`config.mk`:
```
export PLATFORM = sky130hd
export DESIGN_NAME = pipe_seg_adder
export DESIGN_NICKNAME = d
export VERILOG_FILES = /design/src/rtl/pipe_seg_adder_pkg.sv /design/src/rtl/seg_rca.sv /design/src/rtl/pipe_seg_adder.sv
export SDC_FILE = /design/constraint.sdc
export NUM_CORES = 1
export LEC_CHECK = 0
export BUFFER_PORTS_ARGS = -buffer_cell sky130_fd_sc_hd__buf_2
export CAP_MARGIN = 10
export CORE_UTILIZATION = 52
export CTS_BUF_LIST = sky130_fd_sc_hd__clkbuf_8
export DETAILED_ROUTE_END_ITERATION = 8
export GPL_TIMING_DRIVEN = 0
export PLACE_DENSITY = 0.74
export REMOVE_ABC_BUFFERS = 1
export SLEW_MARGIN = 25
export SYNTH_ARGS = -nofsm -noshare
export SYNTH_HDL_FRONTEND = slang
export SYNTH_SLANG_ARGS = --single-unit
```
`constraint.sdc`:
```
create_clock -name clk -period 7.2 [get_ports clk]
set_input_delay 0.36 -clock clk [delete_from_list [all_inputs] [get_ports clk]]
set_output_delay 0.36 -clock clk [all_outputs]
set_load 0.01 [all_outputs]
```
`src/rtl/pipe_seg_adder_pkg.sv`:
```
// Shared configuration helpers for the segmented pipelined adder.
package pipe_seg_adder_pkg;

    // Legal geometry: positive segment width that evenly tiles the operand.
    function automatic bit cfg_ok(input int width, input int seg);
        return (seg > 0) && (width >= seg) && ((width % seg) == 0);
    endfunction

endpackage

```
`src/rtl/seg_rca.sv`:
```
// One SEG-bit ripple segment; also exposes the carry into its MSB for overflow detection.
module seg_rca #(
    parameter int SEG = 8
) (
    input  logic [SEG-1:0] a,
    input  logic [SEG-1:0] b,
    input  logic           ci,
    output logic [SEG-1:0] s,
    output logic           co,
    output logic           cmsb
);

    logic [SEG:0] full;

    assign full = {1'b0, a} + {1'b0, b} + {{SEG{1'b0}}, ci};
    assign s    = full[SEG-1:0];
    assign co   = full[SEG];
    // sum bit = a ^ b ^ carry_in, so the carry into the MSB falls out of the sum bit.
    assign cmsb = full[SEG-1] ^ a[SEG-1] ^ b[SEG-1];

endmodule

```
`src/rtl/pipe_seg_adder.sv`:
```
// Pipelined add/subtract: one SEG-bit ripple segment per stage, valid/ready flow control.
module pipe_seg_adder
    import pipe_seg_adder_pkg::*;
#(
    parameter int WIDTH = 32,
    parameter int SEG   = 8
) (
    input  logic             clk,
    input  logic             rst,
    input  logic             in_valid,
    output logic             in_ready,
    input  logic [WIDTH-1:0] a,
    input  logic [WIDTH-1:0] b,
    input  logic             cin,
    input  logic             sub,
    output logic             out_valid,
    input  logic             out_ready,
    output logic [WIDTH-1:0] sum,
    output logic             cout,
    output logic             ovf
);

    localparam int NSTG = WIDTH / SEG;

    if (!cfg_ok(WIDTH, SEG)) begin : g_bad_cfg
        $error("pipe_seg_adder: WIDTH must be a positive multiple of SEG");
    end

    logic [NSTG-1:0]  vld;
    logic [NSTG-1:0]  rdy;
    logic [WIDTH-1:0] a_st  [NSTG];
    logic [WIDTH-1:0] b_st  [NSTG];
    logic [WIDTH-1:0] s_st  [NSTG];
    logic             c_st  [NSTG];
    logic             ovf_q;

    logic [WIDTH-1:0] b_in;
    logic [WIDTH-1:0] nxt_s  [NSTG];
    logic [SEG-1:0]   seg_a  [NSTG];
    logic [SEG-1:0]   seg_b  [NSTG];
    logic [SEG-1:0]   seg_s  [NSTG];
    logic             seg_ci [NSTG];
    logic             seg_co [NSTG];
    logic             seg_cm [NSTG];

    assign b_in = sub ? ~b : b;

    // A stage may load if it is empty or everything downstream of it will move.
    always_comb begin : p_ready
        logic acc;
        acc = out_ready;
        for (int k = NSTG - 1; k >= 0; k--) begin
            acc    = acc | ~vld[k];
            rdy[k] = acc;
        end
    end

    always_comb begin
        seg_a[0]  = a[SEG-1:0];
        seg_b[0]  = b_in[SEG-1:0];
        seg_ci[0] = cin;
        for (int k = 1; k < NSTG; k++) begin
            seg_a[k]  = a_st[k-1][k*SEG +: SEG];
            seg_b[k]  = b_st[k-1][k*SEG +: SEG];
            seg_ci[k] = c_st[k-1];
        end
    end

    for (genvar g = 0; g < NSTG; g++) begin : g_seg
        seg_rca #(.SEG(SEG)) u_seg (
            .a    (seg_a[g]),
            .b    (seg_b[g]),
            .ci   (seg_ci[g]),
            .s    (seg_s[g]),
            .co   (seg_co[g]),
            .cmsb (seg_cm[g])
        );
    end

    always_comb begin
        nxt_s[0]          = '0;
        nxt_s[0][SEG-1:0] = seg_s[0];
        for (int k = 1; k < NSTG; k++) begin
            nxt_s[k]               = s_st[k-1];
            nxt_s[k][k*SEG +: SEG] = seg_s[k];
        end
    end

    always_ff @(posedge clk or posedge rst) begin
        if (rst) begin
            vld   <= '0;
            ovf_q <= 1'b0;
            for (int k = 0; k < NSTG; k++) begin
                a_st[k] <= '0;
                b_st[k] <= '0;
                s_st[k] <= '0;
                c_st[k] <= 1'b0;
            end
        end else begin
            if (rdy[0]) begin
                vld[0]  <= in_valid;
                a_st[0] <= a;
                b_st[0] <= b_in;
            end
            for (int k = 1; k < NSTG; k++) begin
                if (rdy[k]) begin
                    vld[k]  <= vld[k-1];
                    a_st[k] <= a_st[k-1];
                    b_st[k] <= b_st[k-1];
                end
            end
            for (int k = 0; k < NSTG; k++) begin
                if (rdy[k]) begin
                    s_st[k] <= nxt_s[k];
                    c_st[k] <= seg_co[k];
                end
            end
            if (rdy[NSTG-1]) begin
                ovf_q <= seg_cm[NSTG-1] ^ seg_co[NSTG-1];
            end
        end
    end

    assign in_ready  = rdy[0];
    assign out_valid = vld[NSTG-1];
    assign sum       = s_st[NSTG-1];
    assign cout      = c_st[NSTG-1];
    assign ovf       = ovf_q;

endmodule

```
==> summary.md, run 1 <==
| Metric | Value |
|---|---|
| Status | `finished with violations` |
| Failing checks | `negative hold slack` |
| Clk sink count | `185` |
| Final HPWL from detailed placement | `9.91 mm` |
| DP Worst Slack | `3.64 ns` |
| Worst setup EP type | `output pin` |
| Crit Path Class | `reg -> out` |
| H-tree levels | `4` |
| Post-synth EDFFs | `0` |
| Gr usage total | `0.195` |
| Overflow after GRT | `0` |
| Clk root buf | `clkbuf_8` |
| Post-route antenna net violation count | `0` |
| Die X | `129 um` |
| Clock power share | `0.267` |
| CTS Buf Count | `17` |
| First-pass GRT wire length | `24.9 mm` |
| Antenna Cells | `0` |
| Skew-Pair Late Insertion Delay | `0.46 ns` |
| Yosys warns | `0` |
| CTS tree | `yes` |
| Slew HR | `0.329` |
| Routed vias/inst | `4.79` |
| Via count | `5862` |
| IO Port Bufs | `105` |
| CP required | `6.84 ns` |
| Primary FF master, synth | `dfrtp_1` |
| Register Area | `4630 um^2` |
| # IOs | `106` |
| Met3 WL | `618 um` |
| Clock buffer depth | `2` |
| Post-synth cell types | `46` |
| RSZ-0062 raised after global routing | `false` |
| Worst-margin pin slew | `1.01 ns` |
| Period minus WS final | `3.86 ns` |
| Row Count | `46` |
| Max-slew violations | `0` |
| P per Cell Area | `329 nW/um^2` |
| R2R setup slack | `3.99 ns` |
| Top sig layer | `met5` |
| Die Y | `129 um` |
| Mapped Area | `8380 um^2` |
| Hold WC Path Type | `in -> async` |
| DRC viols | `0` |
| Die footprint | `16600 um^2` |
| Tot Pwr | `3.15 mW` |
| Met1 Wirelength | `6.66 mm` |
| WL final | `14.9 mm` |
| Multi-input logic area | `3440 um^2` |
| Setup TNS | `0 ns` |
| Initial antenna violation count | `1` |
| Met2 wire length | `7.43 mm` |
| Vias in the first global route | `5419` |
| Net Switching | `0.968 mW` |
| Final-report hold violation count | `14` |
| Post-synthesis sequential area ratio | `0.552` |
| CP Max Fanout | `73` |
| Leakage | `4.90 nW` |
| Max Cap Viol | `0` |
| Syn-to-layout area delta | `14.2%` |
| Core box area | `15800 um^2` |
| Int Pwr | `2.18 mW` |
| Tcrit/Tclk final | `0.536` |
| Layout cells sized above 1 | `0.155` |
| Largest net degree at the start of global routing | `100` |
| Syn Inst Count | `910` |
| Min Hold Slack | `-0.0216 ns` |
| Final Setup Violations | `0` |
| Final core area utilization | `0.605` |
| Initial Util | `0.530` |
| Worst vdd ir | `0.000140 V` |
| Flop pwr share | `0.469` |
| Clk pin slew, worst setup/hold paths | `0.09 ns` |
| Sw Share | `0.307` |
| Initial DRC Count | `241` |
| Worst Clk Skew | `0.00852 ns` |
| CTS resizes | `0` |
| Asr flop ratio synth | `1.00` |
| Final WS setup | `3.34 ns` |
| Nets | `1100` |
| CTS hold repair buffers | `0` |
| Fillers | `1434` |
| Fmax | `259 MHz` |
| Gpl congestion | `0.787` |
| Syn_area_per_cell | `9.21 um^2` |
| Comb power frac | `0.264` |
| Critical Path Source Type | `register` |
| Postcts setup bufs | `0` |
| CP Data Arrival Time | `3.50 ns` |
| DR WL/cell | `12.2 um` |
| Synthesized flop and latch total | `185` |
| Number of iterations in the first detailed-routing pass | `4` |
-- routing by layer --
metal	vias to the layer above	GRT usage
li1	3026	-
met1	2723	0.235
met2	95	0.344
met3	16	0.0495
met4	2	0.0616
met5	-	0
-- cell usage after synthesis (2+ instances only) --
master	number	area (um^2)
nand2b_1	11	68.8
nand2_1	403	1510
fa_1	8	160
ha_1	28	350
buf_4	2	15.0
o21ai_0	41	205
xor2_1	18	158
dfrtp_1	185	4630
nor3_1	2	10.0
nor2b_1	6	37.5
or2_2	4	25.0
buf_6	5	56.3
nor2_1	27	101
mux2i_1	3	30.0
a21o_1	4	30.0
xnor2_1	35	307
a21oi_1	28	140
o21a_1	2	15.0
buf_2	18	90.1
a21boi_0	4	30.0
buf_1	2	7.51
o21ai_1	9	45.0
clkbuf_1	17	63.8
inv_1	23	86.3
a211oi_1	2	15.0
o31ai_1	3	22.5
-- layout make-up --
type	instances	area share
clock buffers	18	0.0259
clock inverters	14	0.0263
inverters	24	0.0107
multi-input cells	657	0.360
flip-flops and latches	185	0.484
well taps	216	0.0282
repair buffers	109	0.0656
-- power by group through the flow --
stage          logic [mW]  clock network (mW)  registers (mW)
6_report            0.832               0.842            1.48
5_1_grt             0.956               0.902            1.51
4_1_cts             0.849               0.862            1.48
3_5_place_dp        0.845                   0            1.50
3_3_place_gp        0.806                   0            1.49
2_1_floorplan       0.560                   0            1.51
-- placed cells by master, fill, tap and decap left out, drive strengths merged, types with 3 or more instances in the layout --
cell      instances
clkinvlp          3
or2               4
o21ai            50
fa                8
a21boi            4
buf             109
clkbuf           18
nor2b             7
clkinv            3
a21o              4
nand2b           11
o31ai             4
inv              25
xor2             18
bufinv            7
dfrtp           185
a21oi            29
mux2i             3
ha               28
nor2             27
nand2           403
xnor2            35
-- critical path, cell delays in order, from the launching register on --
cell and delay (ns):
dfrtp_1 0.38, nor2b_4 0.72, and3_2 0.67, and2_4 0.72, inv_6 0.29, buf_2 0.24
-- through the flow --
step / instances / instance area (um^2)
global placement: 1187 / 8950
CTS: 1223 / 9570
floorplan: 866 / 8150
detailed placement: 1191 / 9070
finish: 1223 / 9570
global route: 1223 / 9570
-- cells by family (layout without fill, tap and decap cells) --
kind of cell,after synthesis,after routing,share of synthesized area
xor gates and xnor gates,53,53,0.0554
adders and majority gates,36,36,0.0609
and+or+nand+nor,463,463,0.219
DFF,185,185,0.552
muxes,3,3,0.00358
AOI/OAI and AO/OA,102,102,0.0699
buffers and inverters,68,165,0.0391
-- flip-flops by register name (all words and copies together) (netlist names) --
register,count
sum,32
ovf,1
cout,1
nxt_s,48
vld,4
c_st,3
b_st,48
a_st,48
-- path summary, 6_finish.rpt --
kind	startpoint	end	cells after the start
setup / recovery	vld[3]	in_ready	5
hold / removal	rst	sum[1]	2
setup reg to reg	vld[3]	nxt_s[68]	6
hold reg to reg	sum[3]	sum[3]	2
max in group asynchronous	rst	b_st[84]	3
min in group clk	a[24]	a_st[120]	3
No activity file was read; power rests on OpenSTA's default activity.
==> inputs of run 2 (changes only) <==
- clock period: 7.2 -> 4 ns (I/O delays scaled with it)
==> run 2 against run 1 <==
Against the previous run:
- the flow now finishes without violations
- combinational power is 84% higher
- wire length is 5.1% higher
- utilization is 2.5 points higher
- critical path depth stayed put
- clock skew hardly changed
- register-to-register slack worse by 3.0 ns
- clock-buffer cell count stayed put
- flip-flop and latch count stayed put
- die area stayed put
==> summary.md, run 2 (synthesis gave the netlist of run 1 again) <==
| Metric | Value |
|---|---|
| Status | `complete, no violations (was finished with violations)` |
| Register Area | `4630 um^2 (unchanged)` |
| R2R setup slack | `0.99 ns (was 3.99 ns)` |
| P per Cell Area | `573 nW/um^2 (was 329 nW/um^2)` |
| RSZ-0062 raised after global routing | `false (unchanged)` |
| Slowest stage delay, CP | `0.71 ns (was 0.72 ns)` |
| Critical-path cell list | `nor2b_4, and3_2, and2_4, inv_6, buf_2 (unchanged)` |
| Initial Util | `0.530 (unchanged)` |
| Placed cell count | `1191 (unchanged)` |
| Max Cap Viol | `0 (unchanged)` |
| Worst setup EP type | `output pin (unchanged)` |
| Critical Path Source Type | `register (unchanged)` |
| Reg2Reg Depth | `6 (unchanged)` |
| Critical hold path startpoint | `b[11]` |
| Clk sink count | `185 (unchanged)` |
| # IOs | `106 (unchanged)` |
| Slew HR | `0.322 (was 0.329)` |
| WP buf/inv | `2 (unchanged)` |
| Worst vdd ir | `0.000258 V (was 0.000140 V)` |
| Final-report hold violation count | `0 (was 14)` |
| Nets | `1140 (was 1100)` |
| CTS Buf Count | `17 (unchanged)` |
| Worst path slowest cell | `and2_4 (was nor2b_4)` |
| Final Non-Filler Cells | `1263 (was 1223)` |
| Gr usage total | `0.201 (was 0.195)` |
| Syn-to-layout area delta | `18.9% (was 14.2%)` |
| CP delay by family, top | `simple AND/OR/NAND/NOR gates (unchanged)` |
| Fillers | `1391 (was 1434)` |
| WL final | `15.6 mm (was 14.9 mm)` |
| Number of iterations in the first detailed-routing pass | `4 (unchanged)` |
| Most frequent cells in the layout | `401 x nand2_1, 185 x dfrtp_1, 105 x buf_2, 41 x o21ai_0, 39 x dlygate4sd3_1 (was 401 x nand2_1, 185 x dfrtp_1, 105 x buf_2, 41 x o21ai_0, 35 x xnor2_1)` |
| Clock buffer depth | `2 (unchanged)` |
| Final HPWL from detailed placement | `9.91 mm (unchanged)` |
| Fmax | `285 MHz` |
| Post-Layout Inst Area | `9970 um^2 (was 9570 um^2)` |
| Worst Clk Skew | `0.00822 ns (was 0.00852 ns)` |
| Overflow after GRT | `0 (unchanged)` |
| Via count | `6047 (was 5862)` |
| Row Count | `46 (unchanged)` |
| Crit Path Class | `reg -> out (unchanged)` |
| Die Y | `129 um (unchanged)` |
| Tot Pwr | `5.71 mW (was 3.15 mW)` |
| Final Setup Violations | `0 (unchanged)` |
| Multi-input logic area | `3450 um^2 (was 3440 um^2)` |
| Vias in the first global route | `5633 (was 5419)` |
| Clk pin slew, worst setup/hold paths | `0.09 ns (about the same)` |
| Tcrit/Tclk final | `0.876` |
| Hold Path Depth | `3` |
| Hold WC Path Type | `in -> reg (was in -> async)` |
| Core box area | `15800 um^2 (unchanged)` |
| Min Hold Slack | `0.0236 ns (was -0.0216 ns)` |
| CP Max Fanout | `73 (unchanged)` |
| Antenna Cells | `0 (unchanged)` |
| Commonest non-fill, non-tap cell in the layout | `nand2_1 (unchanged)` |
| Die X | `129 um (unchanged)` |
| Clk root buf | `clkbuf_8 (unchanged)` |
| CP required | `3.80 ns (was 6.84 ns)` |
| Gpl congestion | `0.787 (unchanged)` |
| Placed inst area | `9070 um^2 (unchanged)` |
| Skew-Pair Late Insertion Delay | `0.46 ns (about the same)` |
| Hold endpoint | `b_st[107]` |
| First-pass GRT wire length | `25.6 mm (was 24.9 mm)` |
| Initial antenna violation count | `0 (was 1)` |
| Post-route antenna net violation count | `0 (unchanged)` |
| IO Port Bufs | `105 (unchanged)` |
| CP Data Arrival Time | `3.31 ns (was 3.50 ns)` |
| Die footprint | `16600 um^2 (unchanged)` |
| Leakage | `5.07 nW (was 4.90 nW)` |
| H-tree levels | `4 (unchanged)` |
| DR WL/cell | `12.4 um (was 12.2 um)` |
| Initial DRC Count | `288 (was 241)` |
| CTS tree | `yes (unchanged)` |
| Max-slew violations | `0 (unchanged)` |
| Worst r2r src | `vld[3] (unchanged)` |
| Largest net degree at the start of global routing | `100 (unchanged)` |
| DRC viols | `0 (unchanged)` |
| Worst-margin pin slew | `1.02 ns (was 1.01 ns)` |
| Routed vias/inst | `4.79 (about the same)` |
| Crit Reg-Reg Endpoint | `nxt_s[68] (unchanged)` |
| Layout cells sized above 1 | `0.150 (was 0.155)` |
| CTS resizes | `0 (unchanged)` |
| Period minus WS final | `3.51 ns` |
-- run 2: where the power goes --
group          switching [mW]  internal (mW)
Sequential              0.273           2.39
Combinational           0.845          0.690
Clock                   0.641          0.879
Total                    1.76           3.96
-- run 2: worst max path at each step --
| stage | start | endpoint | slack, ns | cells after the start |
|---|---|---|---|---|
| 2_1_floorplan | rst | a_st[104] | -1.23 | 1 |
| 3_3_place_gp | rst | b_st[116] | -3.13 | 2 |
| 3_5_place_dp | vld[3] | in_ready | 0.67 | 5 |
| 4_1_cts | vld[3] | in_ready | 0.15 | 5 |
| 5_1_grt | vld[3] | in_ready | 0.19 | 5 |
| 6_report | vld[3] | in_ready | 0.49 | 5 |
-- run 2: layer usage --
layer  wire length (um)  global-route usage  vias to the layer above
met1               7030               0.240                     2832
li1                   -                   -                     3108
met2               7850               0.357                       89
met5                  0                   0                        -
met4                204              0.0651                        0
met3                555              0.0470                       18
-- run 2: worst min-delay path, cell delays in order --
cell and delay [ns]:
buf_2 0.08, xnor2_1 0.10, o21ai_0 0.07
-- run 2: metrics by stage --
step                 util  TNS, ns  worst slack [ns]
detailed placement  0.573        0             0.668
CTS                 0.629        0             0.154
finish              0.630        0             0.494
floorplan               -  -227.31             -1.23
global placement    0.565  -605.36             -3.13
global route        0.630        0             0.188
-- run 2: timing repair --
item	4_1_cts	5_1_grt
hold buffers	39	0
buffers inserted	0	0
setup endpoints to repair	0	1
hold endpoints to repair	136	0
-- run 2: cell type report --
| class | count | share of cell area |
|---|---|---|
| tap | 216 | 0.0271 |
| clock inverter | 14 | 0.0252 |
| timing repair buffer | 148 | 0.102 |
| sequential | 185 | 0.464 |
| inverter | 24 | 0.0103 |
| multi-input combinational | 658 | 0.346 |
| clock buffer | 18 | 0.0248 |
==> inputs of run 3 (changes only) <==
- CORE_ASPECT_RATIO: default -> 1.2
- REMOVE_ABC_BUFFERS: 1 -> default
==> run 3 against run 2 <==
Against the previous run:
- clock power down 9%
- global-route usage up 2.6 points
- fmax up 50%
- critical endpoint unchanged
- critical path depth up 4
- final cell count up 2.3%
- largest power group unchanged
- combinational power up 3%
- sequential power about the same
- utilization up 1.1 points
- first-iteration DRC count up 3.1%
- non-clock buffer count up 38
- flip-flop and latch count unchanged
==> summary.md, run 3 (synthesis gave the netlist of run 1 again) <==
| Metric | Value |
|---|---|
| Tcrit/Tclk final | `0.585 (was 0.876)` |
| Initial DRC Count | `297 (was 288)` |
| Slowest stage delay, CP | `0.41 ns (was 0.71 ns)` |
| Core box area | `15700 um^2 (was 15800 um^2)` |
| Mapped Nets | `1016` |
| Syn-to-layout area delta | `20.1% (was 18.9%)` |
| Post-route antenna net violation count | `0 (unchanged)` |
| Fmax | `427 MHz (was 285 MHz)` |
| Worst path slowest cell | `dfrtp_1 (was and2_4)` |
| Die footprint | `16600 um^2 (about the same)` |
| Worst-margin pin slew | `0.656 ns (was 1.02 ns)` |
| Initial antenna violation count | `0 (unchanged)` |
| Setup TNS | `0 ns (unchanged)` |
| RSZ-0062 raised after global routing | `false (unchanged)` |
| CTS Buf Count | `17 (unchanged)` |
| Crit Path Class | `reg -> out (unchanged)` |
| IO Port Bufs | `104 (was 105)` |
| Crit-path most repeated cell | `buf_6` |
| Die Y | `141 um (was 129 um)` |
| Largest net degree at the start of global routing | `34 (was 100)` |
| # IOs | `106 (unchanged)` |
| Clock buffer depth | `2 (unchanged)` |
| Period minus WS final | `2.34 ns (was 3.51 ns)` |
| Clk pin slew, worst setup/hold paths | `0.09 ns (about the same)` |
| Leakage | `5.15 nW (was 5.07 nW)` |
| Tot Pwr | `5.65 mW (was 5.71 mW)` |
| Max Cap Viol | `0 (unchanged)` |
| Worst vdd ir | `0.000215 V (was 0.000258 V)` |
| Row Count | `50 (was 46)` |
| First-pass GRT wire length | `29.8 mm (was 25.6 mm)` |
| Worst Clk Skew | `0.0124 ns (was 0.00822 ns)` |
| Layout cells sized above 1 | `0.163 (was 0.150)` |
| CTS tree | `yes (unchanged)` |
| Hold WC Path Type | `in -> reg (unchanged)` |
| H-tree levels | `4 (unchanged)` |
| Clk root buf | `clkbuf_8 (unchanged)` |
| Vias in the first global route | `6271 (was 5633)` |
| Commonest non-fill, non-tap cell in the layout | `nand2_1 (unchanged)` |
| CP required | `3.80 ns (about the same)` |
| Gr usage total | `0.227 (was 0.201)` |
| Gpl congestion | `0.777 (was 0.787)` |
| Placed inst area | `9300 um^2 (was 9070 um^2)` |
| Final Non-Filler Cells | `1292 (was 1263)` |
| DRC viols | `0 (unchanged)` |
| Placed cell count | `1228 (was 1191)` |
| Final Setup Violations | `0 (unchanged)` |
| P per Cell Area | `562 nW/um^2 (was 573 nW/um^2)` |
| Overflow after GRT | `0 (unchanged)` |
| Max-slew violations | `0 (unchanged)` |
| CP Data Arrival Time | `2.14 ns (was 3.31 ns)` |
| WL final | `17.1 mm (was 15.6 mm)` |
| DR WL/cell | `13.2 um (was 12.4 um)` |
| Slew HR | `0.563 (was 0.322)` |
| Initial Util | `0.534 (was 0.530)` |
| Nets | `1177 (was 1140)` |
| Post-Layout Inst Area | `10100 um^2 (was 9970 um^2)` |
| Antenna Cells | `0 (unchanged)` |
| Number of iterations in the first detailed-routing pass | `4 (unchanged)` |
| Status | `complete, no violations (unchanged)` |
| Via count | `6196 (was 6047)` |
| Most frequent cells in the layout | `403 x nand2_1, 185 x dfrtp_1, 122 x buf_2, 41 x o21ai_0, 35 x xnor2_1 (was 401 x nand2_1, 185 x dfrtp_1, 105 x buf_2, 41 x o21ai_0, 39 x dlygate4sd3_1)` |
| Final HPWL from detailed placement | `12.8 mm (was 9.91 mm)` |
| Critical-path cell list | `nor2b_4, buf_6, and3_1, buf_6, and2_4, buf_6, inv_6, buf_6, buf_2 (was nor2b_4, and3_2, and2_4, inv_6, buf_2)` |
| Min Hold Slack | `0.0230 ns (was 0.0236 ns)` |
| Die X | `118 um (was 129 um)` |
| Worst setup EP type | `output pin (unchanged)` |
| Clk sink count | `185 (unchanged)` |
| Final-report hold violation count | `0 (unchanged)` |
| Critical Path Source Type | `register (unchanged)` |
| Routed vias/inst | `4.80 (was 4.79)` |
| CP Max Fanout | `10 (was 73)` |
| Skew-Pair Late Insertion Delay | `0.45 ns (was 0.46 ns)` |
-- run 3: cell count changes in the layout (fill, tap and decap cells not counted), sizes merged --
cell         change
bufinv           -3
buf             +28
nor2b            -1
dlygate4sd3      -7
clkbuf          +18
inv              +3
clkinv           -1
-- run 3: worst max-delay path: cells and delay by family, from the launching register on --
| family | cells | cell delay (ns) |
|---|---|---|
| buf+inv | 6 | 0.81 |
| simple gates | 3 | 0.47 |
| flops | 1 | 0.41 |
-- run 3: metrics by stage --
| stage | worst slack, ns | util |
|---|---|---|
| global route | 1.53 | 0.641 |
| CTS | 1.63 | 0.641 |
| floorplan | 1.42 | - |
| detailed placement | 1.31 | 0.592 |
| global placement | 0.408 | 0.584 |
| finish | 1.66 | 0.641 |
-- run 3: metal layers --
| metal | share of wire | vias up | track usage | wire (um) |
|---|---|---|---|---|
| li1 | - | 3207 | - | - |
| met1 | 0.47 | 2857 | 0.294 | 8090 |
| met2 | 0.49 | 117 | 0.389 | 8330 |
| met3 | 0.027 | 15 | 0.0409 | 463 |
| met4 | 0.011 | 0 | 0.0661 | 184 |
| met5 | 0 | - | 0 | 0 |
-- run 3: where the power goes --
part	leakage [nW]	switching [mW]	internal, mW
logic	2.72	0.871	0.707
clock network	0.225	0.663	0.720
registers	2.20	0.302	2.39
total	5.15	1.84	3.82
-- run 3: timing repair --
action	in CTS	in global routing
hold endpoints to repair	56	0
buffers inserted	0	0
resized for setup	0	0
hold buffers	32	0
-- run 3: layout make-up --
| type | instances | area [um^2] |
|---|---|---|
| timing repair buffer | 142 | 968 |
| fill | 1320 | 5640 |
| inverter | 24 | 98.8 |
| multi-input combinational | 657 | 3430 |
| buffer | 44 | 233 |
| tap | 208 | 260 |
| clock buffer | 19 | 262 |
| clock inverter | 13 | 188 |
| sequential | 185 | 4630 |
-- run 3: final timing paths --
path                           start   endpoint  slack [ns]  cells past startpoint
hold reg to reg            nxt_s[32]   nxt_s[0]        0.47                      2
setup / recovery              vld[3]   in_ready        1.66                      9
setup reg to reg            a_st[56]        ovf        1.68                     10
max in group asynchronous        rst   a_st[89]        2.67                      6
hold / removal                 b[18]  b_st[114]        0.02                      3
min in group asynchronous        rst     sum[2]        0.34                      3
